<file path="config.mk">
export PLATFORM = sky130hd
export DESIGN_NAME = charlieplex_pwm_display
export DESIGN_NICKNAME = d
export VERILOG_FILES = /design/src/rtl/charlieplex_pwm_display.sv
export SDC_FILE = /design/constraint.sdc
export NUM_CORES = 1
export LEC_CHECK = 0
export BUFFER_PORTS_ARGS = -buffer_cell sky130_fd_sc_hd__buf_2
export CELL_PAD_IN_SITES_DETAIL_PLACEMENT = 1
export CELL_PAD_IN_SITES_GLOBAL_PLACEMENT = 1
export CORE_UTILIZATION = 53
export CTS_CLUSTER_SIZE = 8
export DETAILED_ROUTE_END_ITERATION = 8
export GPL_TIMING_DRIVEN = 0
export HOLD_SLACK_MARGIN = 0.05
export PLACE_DENSITY = 0.83
export SYNTH_ARGS = -nofsm -noshare
export SYNTH_HDL_FRONTEND = slang
export SYNTH_SLANG_ARGS = --single-unit
</file>
<file path="constraint.sdc">
create_clock -name pixelclock -period 14.35 [get_ports pixelclock]
set_input_delay 4.305 -clock pixelclock [delete_from_list [all_inputs] [get_ports pixelclock]]
set_output_delay 4.305 -clock pixelclock [all_outputs]
set_load 0.02 [all_outputs]
</file>
<file path="src/rtl/charlieplex_pwm_display.sv">
// charlieplex_pwm_display
// Grayscale charlieplexed LED driver. Each pixel owns a slot of 2^DEPTH
// cycles: one blank cycle followed by PWM phases where the pixel is lit
// while its level is at least the phase. A double buffer (back/front)
// keeps frames tear-free: the front buffer only changes on the edge that
// presents frame cycle 0 while a swap request is pending.

// Smallest pin count N with N*(N-1) >= leds; evaluated at elaboration only.
function automatic int charlieplex_pin_count(input int leds);
  int n;
  n = 2;
  while (n * (n - 1) < leds) begin
    n = n + 1;
  end
  return n;
endfunction

module charlieplex_pwm_display #(
  parameter int PIXELCOUNT = 12,
  parameter int DEPTH      = 4,
  localparam int PINCOUNT  = charlieplex_pin_count(PIXELCOUNT),
  localparam int ADDRBITS  = (PIXELCOUNT > 2) ? $clog2(PIXELCOUNT) : 1
) (
  input  logic                pixelclock,
  input  logic                reset_n,
  input  logic                enable,
  input  logic                wr_en,
  input  logic [ADDRBITS-1:0] wr_addr,
  input  logic [DEPTH-1:0]    wr_data,
  input  logic                swap,
  output logic                swap_done,
  output logic                frame_start,
  output logic [PINCOUNT-1:0] out_en,
  output logic [PINCOUNT-1:0] out_value
);

  localparam logic [DEPTH-1:0]    PHASE_MAX  = {DEPTH{1'b1}};
  localparam logic [DEPTH-1:0]    PHASE_ZERO = {DEPTH{1'b0}};
  localparam logic [ADDRBITS-1:0] PIXEL_ZERO = {ADDRBITS{1'b0}};
  localparam logic [ADDRBITS-1:0] LAST_PIXEL = ADDRBITS'(PIXELCOUNT - 1);
  localparam logic [ADDRBITS:0]   ADDR_LIMIT = (ADDRBITS + 1)'(PIXELCOUNT);
  localparam logic [PINCOUNT-1:0] ONE_HOT    = PINCOUNT'(1);
  localparam logic [PINCOUNT-1:0] PINS_OFF   = {PINCOUNT{1'b0}};

  // Scan position of the frame cycle presented on the next edge.
  logic [DEPTH-1:0]    phase_r;
  logic [ADDRBITS-1:0] pixel_r;

  logic [DEPTH-1:0] back_r  [PIXELCOUNT];
  logic [DEPTH-1:0] front_r [PIXELCOUNT];
  logic             swap_pending_r;

  logic [DEPTH-1:0]    cur_level_s;
  logic                frame_zero_s;
  logic                lit_s;
  logic                do_swap_s;
  logic                wr_hit_s;
  int                  led_col_s;
  int                  led_rem_s;
  int                  led_row_s;
  logic [PINCOUNT-1:0] led_en_s;
  logic [PINCOUNT-1:0] led_val_s;

  // Decode the current scan position into lit/pin patterns and swap intent.
  always_comb begin
    cur_level_s  = front_r[pixel_r];
    frame_zero_s = (pixel_r == PIXEL_ZERO) && (phase_r == PHASE_ZERO);
    lit_s        = enable && (phase_r != PHASE_ZERO) && (cur_level_s >= phase_r);
    do_swap_s    = frame_zero_s && (swap_pending_r || swap);
    wr_hit_s     = wr_en && ({1'b0, wr_addr} < ADDR_LIMIT);
    led_col_s    = int'(pixel_r) / (PINCOUNT - 1);
    led_rem_s    = int'(pixel_r) % (PINCOUNT - 1);
    // The row skips over the column pin, since an LED cannot share both ends.
    if (led_rem_s < led_col_s) begin
      led_row_s = led_rem_s;
    end else begin
      led_row_s = led_rem_s + 1;
    end
    led_en_s  = (ONE_HOT << led_col_s) | (ONE_HOT << led_row_s);
    led_val_s = ONE_HOT << led_col_s;
  end

  // Advance phase within the slot, then pixel within the frame, gap-free.
  always_ff @(posedge pixelclock or negedge reset_n) begin
    if (!reset_n) begin
      phase_r <= PHASE_ZERO;
      pixel_r <= PIXEL_ZERO;
    end else if (phase_r == PHASE_MAX) begin
      phase_r <= PHASE_ZERO;
      if (pixel_r == LAST_PIXEL) begin
        pixel_r <= PIXEL_ZERO;
      end else begin
        pixel_r <= pixel_r + ADDRBITS'(1);
      end
    end else begin
      phase_r <= phase_r + DEPTH'(1);
    end
  end

  // Register pin drive and the frame/swap strobes for the presented cycle.
  always_ff @(posedge pixelclock or negedge reset_n) begin
    if (!reset_n) begin
      out_en      <= PINS_OFF;
      out_value   <= PINS_OFF;
      frame_start <= 1'b0;
      swap_done   <= 1'b0;
    end else begin
      if (lit_s) begin
        out_en    <= led_en_s;
        out_value <= led_val_s;
      end else begin
        out_en    <= PINS_OFF;
        out_value <= PINS_OFF;
      end
      frame_start <= frame_zero_s;
      swap_done   <= do_swap_s;
    end
  end

  // Hold one merged swap request until the next frame boundary consumes it.
  always_ff @(posedge pixelclock or negedge reset_n) begin
    if (!reset_n) begin
      swap_pending_r <= 1'b0;
    end else if (do_swap_s) begin
      swap_pending_r <= 1'b0;
    end else if (swap) begin
      swap_pending_r <= 1'b1;
    end else begin
      swap_pending_r <= swap_pending_r;
    end
  end

  // Back buffer write port; out-of-range addresses are dropped.
  always_ff @(posedge pixelclock or negedge reset_n) begin
    if (!reset_n) begin
      for (int i = 0; i < PIXELCOUNT; i++) begin
        back_r[i] <= PHASE_ZERO;
      end
    end else if (wr_hit_s) begin
      back_r[wr_addr] <= wr_data;
    end else begin
      back_r <= back_r;
    end
  end

  // Front buffer takes the pre-edge back buffer only at a frame boundary.
  always_ff @(posedge pixelclock or negedge reset_n) begin
    if (!reset_n) begin
      for (int i = 0; i < PIXELCOUNT; i++) begin
        front_r[i] <= PHASE_ZERO;
      end
    end else if (do_swap_s) begin
      front_r <= back_r;
    end else begin
      front_r <= front_r;
    end
  end

endmodule
</file>
==> metrics.txt, run 1 <==
# TYPE chip_impl_metric gauge
chip_impl_metric{name="cts_max_path_buffers",unit=""} 2
chip_impl_metric{name="seq_power_share",unit="%"} 42.2
chip_impl_info{name="post-synth-top-count-cell",value="nand2_1"} 1
chip_impl_metric{name="hold_violations",unit=""} 0
chip_impl_metric{name="fin_crit_sh",unit="%"} 47.5
chip_impl_metric{name="drt_pass1_iterations",unit=""} 5
chip_impl_metric{name="final_max_slew_viol_count",unit=""} 0
chip_impl_metric{name="switching_share",unit="%"} 22.1
chip_impl_metric{name="netlist.area_leader.share",unit="%"} 51.6
chip_impl_metric{name="post_cts_hold_buffer_count",unit=""} 0
chip_impl_metric{name="max_slew_margin",unit="%"} 16.3
chip_impl_info{name="ctsRootBufferMaster",value="clkbuf_8"} 1
chip_impl_metric{name="insertedDiodeCount",unit=""} 0
chip_impl_metric{name="worst_ep_required_time",unit="ns"} 14.79
chip_impl_metric{name="antenna_found_initial",unit=""} 0
chip_impl_metric{name="port_buffer_count",unit=""} 22
chip_impl_metric{name="critical_path.max_fanout",unit=""} 10
chip_impl_info{name="largest_cells_by_area_after_synthesis",value="dfrtp_1, nand2_1, mux2_2"} 1
chip_impl_metric{name="seq_area_frac_synth",unit="%"} 51.6
chip_impl_metric{name="core_area",unit="mm²"} 0.0103
chip_impl_metric{name="area_growth",unit="%"} 17.4
chip_impl_metric{name="clock_sink_count",unit=""} 115
chip_impl_metric{name="route.antenna.remaining_nets",unit=""} 0
chip_impl_metric{name="design.die.area",unit="mm²"} 0.0109
chip_impl_metric{name="worst_pin_slew",unit="ns"} 1.24
chip_impl_metric{name="report.final.setup_viol",unit=""} 0
chip_impl_metric{name="gp_congestion",unit=""} 0.846
chip_impl_metric{name="synth_enable_flop_cells",unit=""} 0
chip_impl_metric{name="post_synth_inst_count",unit=""} 529
chip_impl_metric{name="place.detailed.hpwl",unit="µm"} 10000
chip_impl_metric{name="p_per_area",unit="mW/mm²"} 137
chip_impl_metric{name="cts_setup_buffers",unit=""} 0
chip_impl_metric{name="viasPerCell",unit=""} 5.96
chip_impl_metric{name="wire_length_of_the_first_global_routing_pass",unit="µm"} 26500
chip_impl_metric{name="post_cts.resized_instances",unit=""} 0
chip_impl_metric{name="critPathArrivalTime",unit="ns"} 7.26
chip_impl_metric{name="switching_power",unit="µW"} 198
chip_impl_metric{name="nNetsFinal",unit=""} 601
chip_impl_info{name="setup.worst_path.class",value="flop to flop"} 1
chip_impl_metric{name="dr_total_vias",unit=""} 4290
chip_impl_metric{name="post_drt_wl_per_cell",unit="µm"} 22.2
chip_impl_metric{name="p_leak",unit="nW"} 3.26
chip_impl_info{name="post_synth_most_frequent_cells",value="nand2_1, dfrtp_1, mux2_2, nor2_1"} 1
chip_impl_metric{name="grtUsageTotal",unit="%"} 32.4
chip_impl_metric{name="synth_nets",unit=""} 559
chip_impl_metric{name="post-route-util",unit="%"} 63.7
chip_impl_metric{name="num_rows",unit=""} 37
chip_impl_metric{name="netlist-cell-type-count",unit=""} 54
chip_impl_metric{name="wl",unit="µm"} 16000
chip_impl_metric{name="grt_pass1_vias",unit=""} 4903
chip_impl_metric{name="postSynthRegisterBits",unit=""} 115
chip_impl_info{name="cts_tree",value="built"} 1
chip_impl_metric{name="pwr-share-clk",unit="%"} 52.0
chip_impl_metric{name="fraction_of_layout_cells_with_a_size_suffix_above_1",unit="%"} 22.6
chip_impl_metric{name="seqCellArea",unit="mm²"} 0.00288
chip_impl_metric{name="placedInstanceArea",unit="mm²"} 0.00589
chip_impl_metric{name="final_design_area_no_fill",unit="mm²"} 0.00655
chip_impl_metric{name="asyncSetResetFlopFracSynth",unit="%"} 100
chip_impl_metric{name="dieWidth",unit="µm"} 105
chip_impl_info{name="synthFlopType",value="dfrtp_1"} 1
chip_impl_metric{name="multiInputGateArea",unit="mm²"} 0.00254
chip_impl_info{name="timing.hold.worst.class",value="flop to flop"} 1
chip_impl_metric{name="drtIter0Drc",unit=""} 287
chip_impl_metric{name="cell_area_after_technology_mapping",unit="mm²"} 0.00558
chip_impl_metric{name="setup-tns-final",unit="ns"} 0
chip_impl_metric{name="cell_internal_pwr",unit="µW"} 699
chip_impl_info{name="critical_path.endpoint_type",value="flop"} 1
chip_impl_metric{name="grt.overflow.total",unit=""} 0
chip_impl_info{name="yosys.area.top_type",value="dfrtp_1"} 1
chip_impl_metric{name="ioPinCount",unit=""} 23
chip_impl_metric{name="clk_pin_slew_worst_paths",unit="ns"} 0.06
chip_impl_info{name="status",value="complete, no violations"} 1
chip_impl_metric{name="synth_warnings",unit=""} 0
chip_impl_metric{name="tritoncts.num_buffers",unit=""} 17
chip_impl_metric{name="grt_max_degree",unit=""} 61
chip_impl_metric{name="cts_max_level",unit=""} 4
chip_impl_info{name="critPathLaunchType",value="flop"} 1
chip_impl_metric{name="p_comb_share",unit="%"} 5.8
chip_impl_metric{name="initial_utilization",unit="%"} 54.3
chip_impl_metric{name="layout_min_cycle_time",unit="ns"} 6.82
chip_impl_metric{name="clock_insertion_delay_at_the_later_pin_of_the_skew_report",unit="ns"} 0.53
chip_impl_metric{name="instances_no_fill",unit=""} 720
chip_impl_metric{name="post-place-cells",unit=""} 688
chip_impl_metric{name="fillers",unit=""} 1114
chip_impl_metric{name="worst_ir_drop_on_vdd",unit="V"} 0.000120
chip_impl_metric{name="fin_worst_skew",unit="ns"} 0.0103
chip_impl_metric{name="cap_viol_max_count",unit=""} 0
chip_impl_metric{name="avgSynthCellArea",unit="µm²"} 10.5
chip_impl_metric{name="fmax_achieved",unit="GHz"} 0.147
chip_impl_metric{name="die_height",unit="µm"} 105
chip_impl_metric{name="drcViolationCount",unit=""} 0
chip_impl_info{name="grt_setup_unrepaired",value="no"} 1
path summary, 6_finish.rpt:
kind / end / start / slack (ns) / cells past startpoint
setup / recovery: out_en[0] / pixel_r[0] / 7.53 / 21
hold / removal: front_r[7] / back_r[7] / 0.47 / 2
setup reg to reg: out_en[0] / pixel_r[0] / 7.53 / 21
hold reg to reg: front_r[7] / back_r[7] / 0.47 / 2
max in group asynchronous: front_r[35] / reset_n / 9.77 / 2
min in group asynchronous: phase_r[2] / reset_n / 3.83 / 1
routing by layer:
metal,share of wire (%),track usage [%],up-vias
li1,-,-,1906
met2,52,56.0,115
met1,40,38.2,2215
met4,4.0,16.6,0
met5,0,0,-
met3,3.6,6.61,54
metrics by stage:
step / power (mW) / worst slack [ns] / hold slack [ns]
global placement: 0.422 / 7.69 / 0.442
floorplan: 0.407 / 8.82 / 0.433
finish: 0.897 / 7.53 / 0.468
detailed placement: 0.430 / 7.66 / 0.453
global route: 0.922 / 7.11 / 0.499
CTS: 0.902 / 7.52 / 0.468
registers in the layout (all words and copies together), names as in the netlist:
signal          count
pixel_r             4
back_r             48
phase_r             4
out_value           4
front_r            48
out_en              4
swap_pending_r      1
swap_done           1
frame_start         1
critical path, cell delays in order, from the launching register on:
cell and delay, ns:
dfrtp_1 0.46, clkbuf_1 0.39, buf_1 0.80, inv_1 0.26, ha_1 0.37, a211oi_2 0.37
a31oi_4 0.11, xnor2_1 0.32, ha_1 0.30, inv_1 0.10, and3_1 0.17, and2_1 0.13
buf_2 0.17, mux2_2 0.35, ha_1 0.29, a21o_1 0.17, a221oi_1 0.53, nand2_1 0.10
mux2_2 0.34, a311o_1 0.38, a311o_1 0.42, o22ai_1 0.18
kinds of logic (layout without fill, tap and decap cells):
family / Yosys count / count (layout) / share of synthesized area (%)
and+or+nand+nor: 227 / 227 / 17.3
AOI/OAI and AO/OA: 58 / 58 / 7.87
adders and majority gates: 17 / 17 / 3.81
buffers and inverters: 41 / 96 / 2.89
muxes: 68 / 68 / 16.0
DFF: 115 / 115 / 51.6
xor gates and xnor gates: 3 / 3 / 0.471
area by class of cell:
type | count | area share, %
sequential | 115 | 44.0
clock buffer | 20 | 6.96
timing repair buffer | 23 | 2.14
tap | 136 | 2.60
inverter | 18 | 1.03
buffer | 23 | 1.43
multi-input combinational | 373 | 38.8
clock inverter | 12 | 3.10
placed cells by master (no fill, tap or decap), types with 3 or more instances in the layout:
cell	n
nor3_1	4
clkbuf_1	16
buf_1	3
clkbuf_16	16
clkbuf_8	4
a311o_1	3
buf_2	24
mux2i_1	5
nor2b_1	3
nand3_1	10
ha_1	17
inv_1	17
nand2_1	165
o2bb2ai_1	3
bufinv_16	5
o21ai_0	12
a21oi_1	12
o22ai_1	4
mux4_2	12
nand2b_1	5
mux2_2	51
clkinvlp_4	4
a21o_1	3
dfrtp_1	115
nor2_1	19
and3_1	6
a2bb2oi_1	4
power by group through the flow:
| stage | registers, mW | clock network (mW) | logic [mW] |
|---|---|---|---|
| final | 0.378 | 0.467 | 0.0521 |
| after global routing | 0.381 | 0.482 | 0.0579 |
| after CTS | 0.377 | 0.472 | 0.0531 |
| after floorplan | 0.374 | 0 | 0.0333 |
| after global placement | 0.377 | 0 | 0.0450 |
| after detailed placement | 0.380 | 0 | 0.0500 |
(Power assumes the default switching activity.)
==> run 2, diff against run 1 <==
- CORE_UTILIZATION: 53 -> 44
- PLACE_DENSITY: 0.83 -> 0.73
- clock period: 14.35 -> 5.7 ns (I/O delays scaled with it)
==> run 2 against run 1 <==
Compared with the run above:
- sequential cell count did not move
- combinational power increased by 140%
- worst setup slack got worse by 7.3 ns
- sequential share of layout area down 0.32 points
- worst hold slack got worse by 0.0041 ns
==> metrics.txt, run 2 (synthesized netlist as in run 1, its figures left out) <==
# TYPE chip_impl_metric gauge
chip_impl_metric{name="port_buffer_count",unit=""} 22
chip_impl_metric{name="nNetsFinal",unit=""} 604
chip_impl_metric{name="pre_cts_ws",unit="ns"} -1.10
chip_impl_metric{name="clock_insertion_delay_at_the_later_pin_of_the_skew_report",unit="ns"} 0.42
chip_impl_info{name="critical_path.cell_chain",value="buf_2 > buf_2 > nor2_1 > ha_1 > buf_2 > inv_1 > ha_1 > inv_1 > a311o_1 > and3_1 > and2_1 > buf_2 > mux2_2 > ha_1 > a21o_1 > a221oi_4 > nand2b_1 > mux2_2 > a311o_1 > a311o_1 > o22ai_1"} 1
chip_impl_metric{name="gr-usage-met2",unit="%"} 41.2
chip_impl_metric{name="drtIter0Drc",unit=""} 178
chip_impl_metric{name="cp_num_buf_inv",unit=""} 6
chip_impl_info{name="reg_top3",value="back_r x48, front_r x48"} 1
chip_impl_metric{name="critPathMaxStageDelay",unit="ns"} 0.43
chip_impl_metric{name="cap_viol_max_count",unit=""} 0
chip_impl_info{name="setup.worst_path.class",value="flop to flop"} 1
chip_impl_metric{name="cts_max_path_buffers",unit=""} 2
chip_impl_metric{name="p_total",unit="mW"} 2.14
chip_impl_metric{name="design.die.area",unit="mm²"} 0.0131
chip_impl_metric{name="grt.overflow.total",unit=""} 0
chip_impl_metric{name="worst_pin_slew",unit="ns"} 1.17
chip_impl_info{name="timing.hold.worst.class",value="flop to flop"} 1
chip_impl_metric{name="initial_utilization",unit="%"} 45.9
chip_impl_info{name="globalRoute.busiestLayer",value="met2"} 1
chip_impl_metric{name="layout_setup_ws",unit="ns"} 0.260
chip_impl_info{name="grt_setup_unrepaired",value="no"} 1
chip_impl_info{name="status",value="complete, no violations"} 1
chip_impl_metric{name="p_per_area",unit="mW/mm²"} 324
chip_impl_metric{name="fmax_achieved",unit="GHz"} 0.184
chip_impl_metric{name="grtUsageTotal",unit="%"} 24.4
chip_impl_metric{name="die_height",unit="µm"} 115
chip_impl_metric{name="clk_pin_slew_worst_paths",unit="ns"} 0.05
chip_impl_metric{name="drcViolationCount",unit=""} 0
chip_impl_metric{name="area_growth",unit="%"} 18.3
chip_impl_metric{name="p_leak",unit="nW"} 3.27
chip_impl_metric{name="grt_max_degree",unit=""} 98
chip_impl_info{name="ctsRootBufferMaster",value="clkbuf_16"} 1
chip_impl_metric{name="viasPerCell",unit=""} 5.40
chip_impl_metric{name="insertedDiodeCount",unit=""} 0
chip_impl_metric{name="clock_sink_count",unit=""} 115
chip_impl_info{name="critPathLaunchType",value="flop"} 1
chip_impl_metric{name="fin_crit_sh",unit="%"} 95.4
chip_impl_metric{name="worst_ir_drop_on_vdd",unit="V"} 0.000324
chip_impl_info{name="leading_cell_type_in_the_layout_fill_and_taps_excluded",value="nand2_1"} 1
chip_impl_metric{name="dr_total_vias",unit=""} 4071
chip_impl_metric{name="place.detailed.hpwl",unit="µm"} 9580
chip_impl_metric{name="layout_min_cycle_time",unit="ns"} 5.44
chip_impl_metric{name="drt_pass1_iterations",unit=""} 5
chip_impl_info{name="worst_path_max_delay_cell",value="dfrtp_1"} 1
chip_impl_metric{name="critPathArrivalTime",unit="ns"} 5.77
chip_impl_metric{name="fin_worst_skew",unit="ns"} 0.0108
chip_impl_metric{name="fraction_of_layout_cells_with_a_size_suffix_above_1",unit="%"} 23.7
chip_impl_metric{name="tritoncts.num_buffers",unit=""} 17
chip_impl_metric{name="final_max_slew_viol_count",unit=""} 0
chip_impl_metric{name="gp_congestion",unit=""} 0.784
chip_impl_info{name="layout.cells.most_common_list",value="nand2_1, dfrtp_1, mux2_2, buf_2, nor2_1"} 1
chip_impl_metric{name="antenna_found_initial",unit=""} 0
chip_impl_metric{name="report.final.setup_viol",unit=""} 0
chip_impl_metric{name="num_rows",unit=""} 40
chip_impl_info{name="top_family_by_delay_on_critical_path",value="compound AO/OA/AOI/OAI gates"} 1
chip_impl_metric{name="met3_usage",unit="%"} 6.56
chip_impl_metric{name="ioPinCount",unit=""} 23
chip_impl_metric{name="final_design_area_no_fill",unit="mm²"} 0.00660
chip_impl_metric{name="wire_length_of_the_first_global_routing_pass",unit="µm"} 23600
chip_impl_metric{name="cts_max_level",unit=""} 4
chip_impl_metric{name="worst_ep_required_time",unit="ns"} 6.03
chip_impl_metric{name="grt_pass1_vias",unit=""} 4416
chip_impl_metric{name="max_slew_margin",unit="%"} 21.0
chip_impl_metric{name="dieWidth",unit="µm"} 115
chip_impl_info{name="critical_path.endpoint_type",value="flop"} 1
chip_impl_metric{name="placedInstanceArea",unit="mm²"} 0.00593
chip_impl_metric{name="core_area",unit="mm²"} 0.0122
chip_impl_metric{name="critical_path.max_fanout",unit=""} 10
chip_impl_info{name="crit_top_cell",value="buf_2"} 1
chip_impl_metric{name="wl",unit="µm"} 14100
chip_impl_metric{name="post_drt_wl_per_cell",unit="µm"} 18.8
chip_impl_metric{name="hold_violations",unit=""} 0
chip_impl_metric{name="route.antenna.remaining_nets",unit=""} 0
chip_impl_metric{name="grt.met1_usage",unit="%"} 30.9
chip_impl_info{name="cts_tree",value="built"} 1
run 2: cell types whose count changed in the layout (fill, tap and decap cells not counted), moves of 2 or more:
cell / previous run / this run
clkbuf_8: 4 / 2
bufinv_16: 5 / 3
clkinv_4: 2 / 0
buf_4: 2 / 4
buf_6: 0 / 2
clkinv_2: 1 / 4
buf_1: 3 / 1
run 2: worst reg2reg max path, cell delays in order (launching register included):
cell,delay [ns]
dfrtp_1,0.43
buf_2,0.24
buf_2,0.25
nor2_1,0.09
ha_1,0.22
buf_2,0.19
inv_1,0.10
ha_1,0.29
inv_1,0.12
a311o_1,0.32
and3_1,0.22
and2_1,0.14
buf_2,0.17
mux2_2,0.34
ha_1,0.29
a21o_1,0.20
a221oi_4,0.36
nand2b_1,0.10
mux2_2,0.33
a311o_1,0.37
a311o_1,0.42
o22ai_1,0.18
run 2: metal layers:
| layer | routed length (µm) | part of all wire (%) |
|---|---|---|
| met5 | 0 | 0 |
| met4 | 174 | 1.2 |
| met2 | 7240 | 51 |
| met3 | 363 | 2.6 |
| met1 | 6360 | 45 |
run 2: final cells by class:
type / instances / area [µm²]
fillers: 1326 / 5560
flip-flops and latches: 115 / 2880
well taps: 168 / 210
inverters: 18 / 71.3
plain buffers: 23 / 114
clock buffers: 21 / 460
multi-input cells: 373 / 2560
repair buffers: 26 / 166
clock inverters: 10 / 133
run 2: worst paths after layout:
| path | startpoint | depth (start not counted) | end | slack (ns) |
|---|---|---|---|---|
| setup / recovery | pixel_r[3] | 21 | out_en[2] | 0.26 |
| hold / removal | back_r[27] | 2 | front_r[27] | 0.46 |
| setup reg to reg | pixel_r[3] | 21 | out_en[2] | 0.26 |
| hold reg to reg | back_r[27] | 2 | front_r[27] | 0.46 |
| max in group asynchronous | reset_n | 2 | back_r[39] | 3.81 |
| min in group asynchronous | reset_n | 1 | front_r[0] | 1.13 |
run 2: timing repair:
action / in CTS / in global routing
hold buffers: 0 / 0
pin swaps: 0 / 2
setup endpoints to repair: 4 / 4
hold endpoints to repair: 0 / 0
cloned: 0 / 0
setup buffers: 0 / 3
gates resized for setup: 9 / 10
run 2: per-stage QoR:
stage	hold slack, ns	std cells	util [%]	setup TNS, ns
after floorplan	0.433	529	-	0
after CTS	0.464	751	53.8	0
after global placement	0.441	719	48.5	-3.81
after global routing	0.481	754	54.3	0
final	0.464	754	54.3	0
after detailed placement	0.451	720	48.8	-4.30
run 2: power by group:
group          leakage [nW]  switching (mW)  internal [mW]  total [mW]
logic                  1.49          0.0546         0.0704       0.125
clock network         0.285           0.367          0.703        1.07
registers              1.50          0.0450          0.900       0.945
total                  3.27           0.467           1.67        2.14
==> run 3, diff against run 2 <==
- CORE_MARGIN: not set -> 3
==> run 3 against run 2 <==
Compared with the run above:
- critical path depth did not move
- non-clock buffer count increased by 3
- die area grew 7.1%
- critical path type unchanged
- largest power group unchanged
==> metrics.txt, run 3 (synthesized netlist as in run 1, its figures left out) <==
# TYPE chip_impl_metric gauge
chip_impl_info{name="status",value="complete, no violations"} 1
chip_impl_info{name="setup.worst_path.class",value="flop to flop"} 1
chip_impl_metric{name="grt_max_degree",unit=""} 90
chip_impl_info{name="critical_path.endpoint_type",value="flop"} 1
chip_impl_metric{name="route.antenna.remaining_nets",unit=""} 0
chip_impl_metric{name="critical_path.max_fanout",unit=""} 10
chip_impl_metric{name="drt_pass1_iterations",unit=""} 4
chip_impl_metric{name="viasPerCell",unit=""} 5.42
chip_impl_metric{name="seq_power_share",unit="%"} 42.8
chip_impl_info{name="cts_tree",value="built"} 1
chip_impl_metric{name="clock_insertion_delay_at_the_later_pin_of_the_skew_report",unit="ns"} 0.41
chip_impl_metric{name="fin_worst_skew",unit="ns"} 0.00517
chip_impl_metric{name="place.detailed.hpwl",unit="µm"} 9700
chip_impl_metric{name="tritoncts.num_buffers",unit=""} 17
chip_impl_metric{name="num_rows",unit=""} 40
chip_impl_metric{name="p_comb_share",unit="%"} 5.7
chip_impl_info{name="reg_top3",value="back_r x48, front_r x48"} 1
chip_impl_metric{name="dieWidth",unit="µm"} 119
chip_impl_info{name="worst_path_max_delay_cell",value="dfrtp_2"} 1
chip_impl_metric{name="gp_congestion",unit=""} 0.823
chip_impl_metric{name="initial_utilization",unit="%"} 45.7
chip_impl_metric{name="cp_num_buf_inv",unit=""} 5
chip_impl_metric{name="instances_no_fill",unit=""} 756
chip_impl_metric{name="clk_pin_slew_worst_paths",unit="ns"} 0.05
chip_impl_metric{name="core_area",unit="mm²"} 0.0122
chip_impl_metric{name="report.final.setup_viol",unit=""} 0
chip_impl_info{name="layout.cells.most_common_list",value="nand2_1, dfrtp_1, mux2_2, buf_2, nor2_1"} 1
chip_impl_metric{name="grtUsageTotal",unit="%"} 21.9
chip_impl_metric{name="fmax_achieved",unit="GHz"} 0.182
chip_impl_metric{name="p_leak",unit="nW"} 3.30
chip_impl_metric{name="pwr-share-clk",unit="%"} 51.5
chip_impl_metric{name="design.die.area",unit="mm²"} 0.0141
chip_impl_metric{name="ioPinCount",unit=""} 23
chip_impl_metric{name="wl",unit="µm"} 14400
chip_impl_metric{name="final_max_slew_viol_count",unit=""} 0
chip_impl_metric{name="critPathMaxStageDelay",unit="ns"} 0.43
chip_impl_metric{name="drcViolationCount",unit=""} 0
chip_impl_info{name="critPathLaunchType",value="flop"} 1
chip_impl_metric{name="cap_viol_max_count",unit=""} 0
chip_impl_metric{name="wire_length_of_the_first_global_routing_pass",unit="µm"} 23800
chip_impl_info{name="ctsRootBufferMaster",value="clkbuf_16"} 1
chip_impl_metric{name="worst_pin_slew",unit="ns"} 1.16
chip_impl_info{name="leading_cell_type_in_the_layout_fill_and_taps_excluded",value="nand2_1"} 1
chip_impl_metric{name="worst_ir_drop_on_vdd",unit="V"} 0.000283
chip_impl_info{name="critical_path.cell_chain",value="buf_4 > buf_8 > inv_1 > ha_1 > a211oi_4 > a31oi_4 > xnor2_2 > ha_1 > inv_1 > and3_1 > and2_1 > buf_2 > mux2_2 > ha_1 > a21o_1 > a221oi_4 > nand2_1 > mux2_2 > a311o_1 > a311o_1 > a2bb2oi_1"} 1
chip_impl_metric{name="fillers",unit=""} 1350
chip_impl_metric{name="worst_ep_required_time",unit="ns"} 6.03
chip_impl_metric{name="post_cts_hold_buffer_count",unit=""} 0
chip_impl_info{name="timing.hold.worst.class",value="flop to flop"} 1
chip_impl_metric{name="switching_power",unit="µW"} 468
chip_impl_metric{name="switching_share",unit="%"} 21.3
chip_impl_metric{name="hold_violations",unit=""} 0
chip_impl_metric{name="drtIter0Drc",unit=""} 222
chip_impl_metric{name="grt_pass1_vias",unit=""} 4504
chip_impl_metric{name="fraction_of_layout_cells_with_a_size_suffix_above_1",unit="%"} 24.3
chip_impl_metric{name="grt.overflow.total",unit=""} 0
chip_impl_info{name="crit_top_cell",value="ha_1"} 1
chip_impl_metric{name="cts_max_level",unit=""} 4
chip_impl_metric{name="cell_internal_pwr",unit="mW"} 1.73
chip_impl_metric{name="post-place-cells",unit=""} 720
chip_impl_info{name="top_family_by_delay_on_critical_path",value="compound AO/OA/AOI/OAI gates"} 1
chip_impl_metric{name="layout_min_cycle_time",unit="ns"} 5.50
chip_impl_metric{name="die_height",unit="µm"} 119
chip_impl_metric{name="setup-tns-final",unit="ns"} 0
chip_impl_metric{name="dr_total_vias",unit=""} 4099
chip_impl_metric{name="port_buffer_count",unit=""} 22
chip_impl_metric{name="p_per_area",unit="mW/mm²"} 330
chip_impl_metric{name="antenna_found_initial",unit=""} 0
chip_impl_metric{name="max_slew_margin",unit="%"} 21.6
chip_impl_metric{name="clock_sink_count",unit=""} 115
chip_impl_metric{name="cts_max_path_buffers",unit=""} 2
chip_impl_metric{name="nNetsFinal",unit=""} 607
chip_impl_metric{name="post_drt_wl_per_cell",unit="µm"} 19.1
chip_impl_metric{name="area_growth",unit="%"} 19.5
chip_impl_metric{name="critPathArrivalTime",unit="ns"} 5.83
chip_impl_metric{name="fin_crit_sh",unit="%"} 96.5
chip_impl_metric{name="insertedDiodeCount",unit=""} 0
-- run 3: cell types whose count changed in the layout (fill, tap and decap cells not counted), sizes merged --
cell      delta
clkbuf       +3
bufinv       +1
clkinv       -1
clkinvlp     -1
-- run 3: per-stage QoR --
step                hold slack, ns  power, mW  utilization, %  area, µm²  setup WS (ns)
global route                 0.492       2.28            54.6       6670        -0.0528
CTS                          0.465       2.22            53.9       6580         0.0358
finish                       0.461       2.20            54.6       6670          0.199
detailed placement           0.450       1.08            48.6       5930          -1.08
global placement             0.440       1.06            48.3       5900         -0.941
floorplan                    0.433       1.02               -       5580          0.171
-- run 3: area by class of cell --
cell class / instances / area (µm²) / area share, %
Sequential cell: 115 / 2880 / 43.2
Multi-Input combinational cell: 373 / 2570 / 38.6
Clock buffer: 21 / 470 / 7.06
Tap cell: 168 / 210 / 3.15
Timing Repair Buffer: 29 / 189 / 2.83
Clock inverter: 9 / 154 / 2.31
Buffer: 23 / 118 / 1.76
Inverter: 18 / 71.3 / 1.07
-- run 3: worst register-to-register path, delay by kind of cell (launching register included) --
kind | cells | cell delay, ns
adder cells (fa/ha/maj) | 3 | 0.85
AO/OA/AOI/OAI | 7 | 1.90
flip-flops | 1 | 0.43
XOR/XNOR | 1 | 0.20
AND/OR/NAND/NOR | 3 | 0.44
buffers and inverters | 5 | 0.84
multiplexers | 2 | 0.76
-- run 3: path summary, 6_finish.rpt --
path                            start  slack [ns]  cells after the start     endpoint
max                        pixel_r[0]        0.20                     21    out_en[1]
min                        back_r[23]        0.46                      2  front_r[23]
max reg2reg                pixel_r[0]        0.20                     21    out_en[1]
min reg2reg                back_r[23]        0.46                      2  front_r[23]
max in group asynchronous     reset_n        3.80                      2  front_r[31]
min in group asynchronous     reset_n        1.16                      1    back_r[9]
-- run 3: power groups by stage --
stage / sequential [mW] / clock, mW / combinational (mW)
global placement: 0.947 / 0 / 0.115
CTS: 0.942 / 1.15 / 0.127
global route: 0.951 / 1.19 / 0.139
finish: 0.942 / 1.13 / 0.125
floorplan: 0.941 / 0 / 0.0838
detailed placement: 0.953 / 0 / 0.125
-- run 3: timing repair --
action                                  in CTS  in global routing
gates resized for setup                     10                 12
buffers inserted                             0                  6
pin swaps                                    0                  2
hold endpoints to repair                     0                  0
gates cloned                                 0                  0
endpoints found under the setup margin       4                  4
-- run 3: routing by layer --
metal | up-vias | GRT usage (%) | wire length, µm | share of wire [%]
met5 | - | 0 | 0 | 0
met3 | 15 | 4.74 | 414 | 2.9
li1 | 1916 | - | - | -
met1 | 2118 | 28.3 | 6560 | 46
met2 | 50 | 36.4 | 7260 | 50
met4 | 0 | 7.53 | 190 | 1.3
